File: config.mk
export PLATFORM = sky130hd
export DESIGN_NAME = mode_select_fsm
export DESIGN_NICKNAME = d
export VERILOG_FILES = /design/src/rtl/mode_select_fsm.sv
export SDC_FILE = /design/constraint.sdc
export NUM_CORES = 1
export LEC_CHECK = 0
export ABC_AREA = 0
export CELL_PAD_IN_SITES_DETAIL_PLACEMENT = 0
export CELL_PAD_IN_SITES_GLOBAL_PLACEMENT = 1
export CORE_ASPECT_RATIO = 1.2
export CORE_MARGIN = 1.5
export CORE_UTILIZATION = 45
export CTS_BUF_LIST = sky130_fd_sc_hd__clkbuf_2
export DETAILED_ROUTE_END_ITERATION = 12
export PLACE_DENSITY_LB_ADDON = 0.1
export REMOVE_ABC_BUFFERS = 1
export SETUP_SLACK_MARGIN = 0.05
export SYNTH_ARGS = -nofsm -noshare
export SYNTH_HDL_FRONTEND = slang
export SYNTH_SLANG_ARGS = --single-unit
File: constraint.sdc
create_clock -name iClk -period 5.3 [get_ports iClk]
set_input_delay 1.59 -clock iClk [delete_from_list [all_inputs] [get_ports iClk]]
set_output_delay 1.59 -clock iClk [all_outputs]
set_load 0.005 [all_outputs]
File: src/rtl/mode_select_fsm.sv
// mode_select_fsm
//   Turns two raw push buttons into the 4-bit mode code used by the top-level
//   mode decoder. Each button is synchronised, debounced and edge-detected.
//   The resulting press pulses step a five-entry ring
//   (Clock -> Stop_Watch -> Timer -> Ultra -> DHT) forward or backward. A
//   press that arrives while the active function is busy is held back until
//   the function is idle.
//
// Parameters
//   DEBOUNCE_CYC  stable cycles needed before a new button level is accepted (>= 2)
//   CNT_W         debounce counter width, 2**CNT_W > DEBOUNCE_CYC
//
// Ports
//   iClk       system clock
//   iRst       asynchronous active-high reset
//   iBtn_Next  raw "next mode" button, active-high, asynchronous
//   iBtn_Prev  raw "previous mode" button, active-high, asynchronous
//   iLock      active function busy; mode changes are deferred
//   oMode      0000 Clock, 0001 Stop_Watch, 0010 Timer, 0100 Ultra, 1000 DHT
//   oMode_Chg  one-cycle pulse in the cycle oMode takes a new value
//   oPending   a press is queued behind iLock
module mode_select_fsm #(
  parameter int DEBOUNCE_CYC = 1_000_000,
  parameter int CNT_W        = 20
) (
  input  logic       iClk,
  input  logic       iRst,
  input  logic       iBtn_Next,
  input  logic       iBtn_Prev,
  input  logic       iLock,
  output logic [3:0] oMode,
  output logic       oMode_Chg,
  output logic       oPending
);

  typedef enum logic [2:0] {
    S_CLOCK = 3'd0,
    S_SW    = 3'd1,
    S_TIMER = 3'd2,
    S_ULTRA = 3'd3,
    S_DHT   = 3'd4
  } state_t;

  localparam logic [CNT_W-1:0] CNT_LAST = CNT_W'(DEBOUNCE_CYC - 1);

  // Bit 0 carries the Next button and bit 1 carries the Prev button.
  logic [1:0]       btn_raw;
  logic [1:0]       sync1;
  logic [1:0]       sync2;
  logic [1:0]       level;
  logic [1:0]       level_d;
  logic [1:0]       press;
  logic [CNT_W-1:0] cnt [2];

  state_t state;
  state_t next_state;
  logic   pend_dir;
  logic   press_one;
  logic   press_dir;
  logic   step_dir;

  assign btn_raw = {iBtn_Prev, iBtn_Next};

  // Synchronise, debounce and edge-detect both buttons. The press pulse is
  // registered from the accepted level and its delayed copy, so a release
  // produces no pulse.
  always_ff @(posedge iClk or posedge iRst) begin
    if (iRst) begin
      sync1   <= '0;
      sync2   <= '0;
      level   <= '0;
      level_d <= '0;
      press   <= '0;
      for (int b = 0; b < 2; b++) begin
        cnt[b] <= '0;
      end
    end else begin
      sync1   <= btn_raw;
      sync2   <= sync1;
      level_d <= level;
      press   <= level & ~level_d;
      for (int b = 0; b < 2; b++) begin
        if (sync2[b] != level[b]) begin
          if (cnt[b] == CNT_LAST) begin
            level[b] <= ~level[b];
            cnt[b]   <= '0;
          end else begin
            cnt[b] <= cnt[b] + CNT_W'(1);
          end
        end else begin
          cnt[b] <= '0;
        end
      end
    end
  end

  function automatic state_t step(input state_t s, input logic back);
    state_t r;
    case (s)
      S_CLOCK: r = back ? S_DHT   : S_SW;
      S_SW:    r = back ? S_CLOCK : S_TIMER;
      S_TIMER: r = back ? S_SW    : S_ULTRA;
      S_ULTRA: r = back ? S_TIMER : S_DHT;
      S_DHT:   r = back ? S_ULTRA : S_CLOCK;
      default: r = S_CLOCK;
    endcase
    return r;
  endfunction

  function automatic logic [3:0] decode(input state_t s);
    logic [3:0] r;
    case (s)
      S_SW:    r = 4'b0001;
      S_TIMER: r = 4'b0010;
      S_ULTRA: r = 4'b0100;
      S_DHT:   r = 4'b1000;
      default: r = 4'b0000;
    endcase
    return r;
  endfunction

  // Coincident Next and Prev pulses cancel each other. A queued request
  // always takes priority over a fresh press.
  always_comb begin
    press_one  = press[0] ^ press[1];
    press_dir  = press[1];
    step_dir   = oPending ? pend_dir : press_dir;
    next_state = step(state, step_dir);
  end

  // Mode FSM. A press that lands right after a mode change is dropped, so
  // oMode_Chg never stays high for two consecutive cycles.
  always_ff @(posedge iClk or posedge iRst) begin
    if (iRst) begin
      state     <= S_CLOCK;
      oMode     <= 4'b0000;
      oMode_Chg <= 1'b0;
      oPending  <= 1'b0;
      pend_dir  <= 1'b0;
    end else begin
      oMode_Chg <= 1'b0;
      if (state > S_DHT) begin
        state    <= S_CLOCK;
        oMode    <= 4'b0000;
        oPending <= 1'b0;
      end else if (oPending && !iLock) begin
        state     <= next_state;
        oMode     <= decode(next_state);
        oMode_Chg <= 1'b1;
        oPending  <= 1'b0;
      end else if (press_one && !oMode_Chg) begin
        if (iLock) begin
          if (!oPending) begin
            oPending <= 1'b1;
            pend_dir <= press_dir;
          end
        end else begin
          state     <= next_state;
          oMode     <= decode(next_state);
          oMode_Chg <= 1'b1;
        end
      end
    end
  end

endmodule

==> metrics, run 1 <==
max incr delay on CP 0.53 ns; cts hold-fix bufs 0; global route overflow 0; CP max-delay cell clkdlybuf4s50_1; Crit path buffers/inverters 1; register area 1501 µm²; total CTS buffers 9; synth top area cells dfrtp_1, nor2_1, xnor2_1, xor2_1, nand3_1; count leader, synth dfrtp_1; Starting Density 47.31%; Clock transition at path regs 0.16 ns; Synth Register Bits 60; design area 3199 µm²; clk buf depth 2; CTS tree built; 1st-iter DRT viols 95; met3 Usage GRT 3.618%; maximum clock rate 0.3295 GHz; final hold viol count 0; worst vdd ir 0.1450 mV; TritonRoute pass-1 iters 4; M2 GR Usage 26.49%; initial antenna violation count 0; Yosys top cell by area dfrtp_1; # rows 31; area of placed instances 3073 µm²; Antenna Diode Count 0; sequence of cells on the critical path clkdlybuf4s50_1; Layout fillers 555; Placer Congestion 0.7517; Comb pwr share 4.3%; IO Port Bufs 10; maxcap violations 0; NetSw 189.7 µW; Seq/Total Area, Yosys 51.46%; worst endpoint required time 3.71 ns; switching power share of the total 23.20%; Post-synth EDFFs 0; Post-DRT Antenna Nets 0; Layout area overhead 9.648%; die width 76.51 µm; status finished clean; Synth cell types 48; largest net degree at the start of global routing 41; Setup-failing EPs final 0; CTS root buf clkbuf_2; share of cells above drive strength 1 8.278%; Hold EP sync2[1]$_DFF_PP0_; total core area 6167 µm²; pwr dens 255.7 nW/µm²; Syn Inst Count 286; Final Max Slew Viols 0; internal power 628.2 µW; Reg-to-Reg Start cnt[31]$_DFF_PP0_; HP Start sync1[1]$_DFF_PP0_; Worst Setup End Kind output port; global route hottest layer met2; RSZ-0062 raised after global routing no; Startpoint Class flop; ys flop type dfrtp_1; Tcrit/Tclk final 57.26%; Syn Std Cell Area 2918 µm²; clock sink count 60; top-area cell type share of the netlist area 51.46%; GRT Util Overall 16.85%; final net count 304; post-CTS setup buffers 0; R2R Setup Slk 3.03 ns; DRC violations left 0; Worst Hold Class flop to flop; Synth async-reset ratio 100.0%; top cells by count, synth dfrtp_1, nor2_1, nand3_1, xnor2_1; H-tree depth 3; part of the power in registers 57.7%; worst-case reg-to-reg path depth 4; met1 usage 21.03%; critical path class flop to output port; Tmin final 3.035 ns; first-pass GRT wire length 9.390 mm; Slew HR 32.59%; wire per inst 13.82 µm; Critical Path AT 1.44 ns; WHS Path Cells 0; Clock power frac 38.0%; Post-DP HPWL 3.473 mm; vias in the first global route 2097; Pleak 1.334 nW; critical-path maximum fanout 5; die area 6978 µm²; final clock skew 0.01643 ns; IO Pins 11; actual transition at the worst max-transition pin 1.008 ns; reg2reg end cnt[24]$_DFF_PP0_; chip height 91.21 µm; Power Total 818.0 µW; Synth warnings 0; Post-Route Setup TNS 0 ns; via/cell ratio 5.458; Avg Inst Size Synth 10.20 µm²; final WL 5.308 mm; post-CTS sizing 0; vias post-DR 2096; Clock Latency Late Sink 0.46 ns; CP top delay family buffers and inverters; Multi-input gate area 1335 µm²
[worst max path at each step]
stage / cells past startpoint / from / endpoint
after global routing: 1 / oPending$_DFFE_PP0P_ / oPending
after global placement: 5 / iLock / state[0]$_DFFE_PP0P_
final: 1 / oPending$_DFFE_PP0P_ / oPending
after CTS: 1 / oPending$_DFFE_PP0P_ / oPending
after detailed placement: 5 / iLock / state[0]$_DFFE_PP0P_
after floorplan: 1 / iRst / cnt[0]$_DFF_PP0_
[worst register-to-register path, delay by kind of cell (launching register included)]
kind / cells / cell delay, ns
AND/OR/NAND/NOR: 3 / 0.64
flip-flops: 1 / 0.50
AO/OA/AOI/OAI: 1 / 0.98
[flip-flops by register name, summed over array words and instances (netlist names), 2 cells and up]
name,flops
sync1,2
oMode,4
press,2
level_d,2
state,3
level,2
cnt,40
sync2,2
[layout by cell type (no fill, tap or decap), drive strengths merged, types with 3 or more instances in the layout]
master	count
nor4	13
clkbuf	9
nor3	4
xor2	13
inv	5
nand4	13
mux2i	3
xnor2	18
mux2	3
nand2	13
nor4b	3
nand3	19
o21ai	9
dfrtp	60
clkinv	5
or3	7
nor2	42
a21oi	9
and3	3
nor2b	5
clkdlybuf4s50	10
o31ai	4
or4	4
[final cells by class]
type	instances	share of cell area, %
repair buffers	12	3.598
clock buffers	9	1.408
clock inverters	7	2.542
flip-flops and latches	60	46.93
multi-input cells	209	41.73
inverters	5	0.5866
well taps	82	3.207
[through the flow]
stage	setup WS, ns	utilization, %	instances	hold WS (ns)
after floorplan	2.225	-	274	0.3312
after global routing	2.176	51.88	384	0.3946
final	2.265	51.88	384	0.3753
after detailed placement	2.059	49.83	368	0.3364
after global placement	2.090	49.83	368	0.3557
after CTS	2.216	51.88	384	0.3798
[routing by layer]
layer | vias to the layer above | wire, µm
li1 | 1049 | -
met1 | 1001 | 2477
met2 | 37 | 2571
met3 | 9 | 145
met4 | 0 | 113
met5 | - | 0
[power groups by stage]
stage / combinational (mW) / clock [mW] / sequential [mW]
after floorplan: 0.0235 / 0 / 0.479
after global placement: 0.0361 / 0 / 0.480
after detailed placement: 0.0365 / 0 / 0.480
after CTS: 0.0365 / 0.325 / 0.472
after global routing: 0.0412 / 0.346 / 0.473
final: 0.0352 / 0.311 / 0.472
[cell families after synthesis]
logic type,after synthesis,share of synthesized area (%)
xor+xnor,31,9.305
flops,60,51.46
simple gates,135,25.04
mux,6,2.187
compound gates,35,8.362
buf+inv,17,2.787
fa+ha+maj,2,0.8575
Note: power is estimated with default switching activity, not from simulation.
==> run 2, diff against run 1 <==
==> constraint.sdc (replaced) <==
create_clock -name iClk -period 2.6 [get_ports iClk]
set_input_delay 0.78 -clock iClk [delete_from_list [all_inputs] [get_ports iClk]]
set_output_delay 0.78 -clock iClk [all_outputs]
set_load 0.005 [all_outputs]
==> metrics, run 2 (same netlist as run 1, synthesis figures left out) <==
reg2reg end level[0]$_DFFE_PP0P_; cell count along the critical path 1; initial antenna violation count 0; Clock transition at path regs 0.17 ns; vias in the first global route 2096; final WL 5.268 mm; Post-DP HPWL 3.551 mm; final hold viol count 0; post-CTS setup buffers 0; worst setup path endpoint oPending; share of cells above drive strength 1 10.13%; critical-path maximum fanout 5; crit path from oPending$_DFFE_PP0P_; Min Hold Slack 0.3685 ns; worst-case reg-to-reg path depth 4; die area 6978 µm²; Starting Density 47.31%; most flop-heavy register cnt; wire per inst 13.58 µm; DRC violations left 0; top flop regs cnt (40), oMode (4), state (3); Finished Core Util 52.93%; max reg flops 40; status finished clean; post-CTS sizing 0; Critical Path AT 1.45 ns; actual transition at the worst max-transition pin 0.6394 ns; Placer Congestion 0.7426; Tcrit/Tclk final 85.72%; R2R Setup Slk 0.62 ns; commonest non-fill, non-tap cell in the layout dfrtp_1; Post-DRT Antenna Nets 0; maximum clock rate 0.4487 GHz; final clock skew 0.02029 ns; Tmin final 2.229 ns; clk buf depth 2; Pleak 1.354 nW; CP top delay family buffers and inverters; largest net degree at the start of global routing 24; Worst Setup End Kind output port; CTS tree built; Crit path buffers/inverters 1; Post-Route Setup TNS 0 ns; sequence of cells on the critical path clkdlybuf4s50_1; clock sink count 60; CTS root buf clkbuf_2; max incr delay on CP 0.53 ns; Setup-failing EPs final 0; cts hold-fix bufs 0; GRT Util Overall 17.01%; IO Pins 11; Reg-to-Reg Start cnt[31]$_DFF_PP0_; vias post-DR 2118; Slew HR 56.15%; 1st-iter DRT viols 142; chip height 91.21 µm; via/cell ratio 5.459; CP max-delay cell clkdlybuf4s50_1; Antenna Diode Count 0; most frequent cells in the layout dfrtp_1, nor2_1, nand3_1; pwr dens 520.9 nW/µm²; Startpoint Class flop; Final Max Slew Viols 0; RSZ-0062 raised after global routing no; design area 3264 µm²; area of placed instances 3128 µm²; worst endpoint required time 1.82 ns; first-pass GRT wire length 9.356 mm; critical path class flop to output port; TritonRoute pass-1 iters 4; total core area 6167 µm²; # rows 31; Worst Hold Class flop to flop; Clock Latency Late Sink 0.48 ns; Power Total 1.701 mW; IO Port Bufs 10; die width 76.51 µm; maxcap violations 0; worst vdd ir 0.3332 mV; H-tree depth 3; Layout area overhead 11.88%; total CTS buffers 9; final net count 308; global route overflow 0
## run 2: changes by cell type in the layout (fill, tap and decap cells not counted)
cell / change
clkinv_1: -2
buf_12: +2
buf_4: +2
clkinvlp_4: +3
clkinv_2: -1
## run 2: worst min path at each step
| stage | start | end | depth (start not counted) |
|---|---|---|---|
| 2_1_floorplan | sync1[0]$_DFF_PP0_ | sync2[0]$_DFF_PP0_ | 0 |
| 5_1_grt | sync1[1]$_DFF_PP0_ | sync2[1]$_DFF_PP0_ | 0 |
| 4_1_cts | sync1[1]$_DFF_PP0_ | sync2[1]$_DFF_PP0_ | 0 |
| 6_report | sync1[1]$_DFF_PP0_ | sync2[1]$_DFF_PP0_ | 0 |
| 3_3_place_gp | sync1[1]$_DFF_PP0_ | sync2[1]$_DFF_PP0_ | 0 |
| 3_5_place_dp | sync1[1]$_DFF_PP0_ | sync2[1]$_DFF_PP0_ | 0 |
## run 2: power breakdown
| part | total, mW | internal, mW | leakage, nW | switching (mW) |
|---|---|---|---|---|
| logic | 0.0793 | 0.0325 | 0.470 | 0.0468 |
| clock network | 0.659 | 0.312 | 0.0716 | 0.347 |
| registers | 0.962 | 0.948 | 0.813 | 0.0145 |
## run 2: area by class of cell
type / count / area (µm²)
multi-input combinational: 209 / 1335
clock inverter: 7 / 91.34
fill: 573 / 2903
sequential: 60 / 1501
tap: 82 / 102.6
timing repair buffer: 16 / 170.2
clock buffer: 9 / 45.04
inverter: 5 / 18.77
## run 2: through the flow
step	worst slack (ns)	instances
after global routing	0.2769	388
after global placement	0.1926	372
after floorplan	0.3071	274
final	0.3713	388
after CTS	0.3157	388
after detailed placement	0.1437	372
## run 2: routing by layer
layer	track usage (%)	share of wire [%]
met3	3.518	2.5
met1	20.99	48
met5	0	0
met4	10.34	2.5
met2	27.31	47
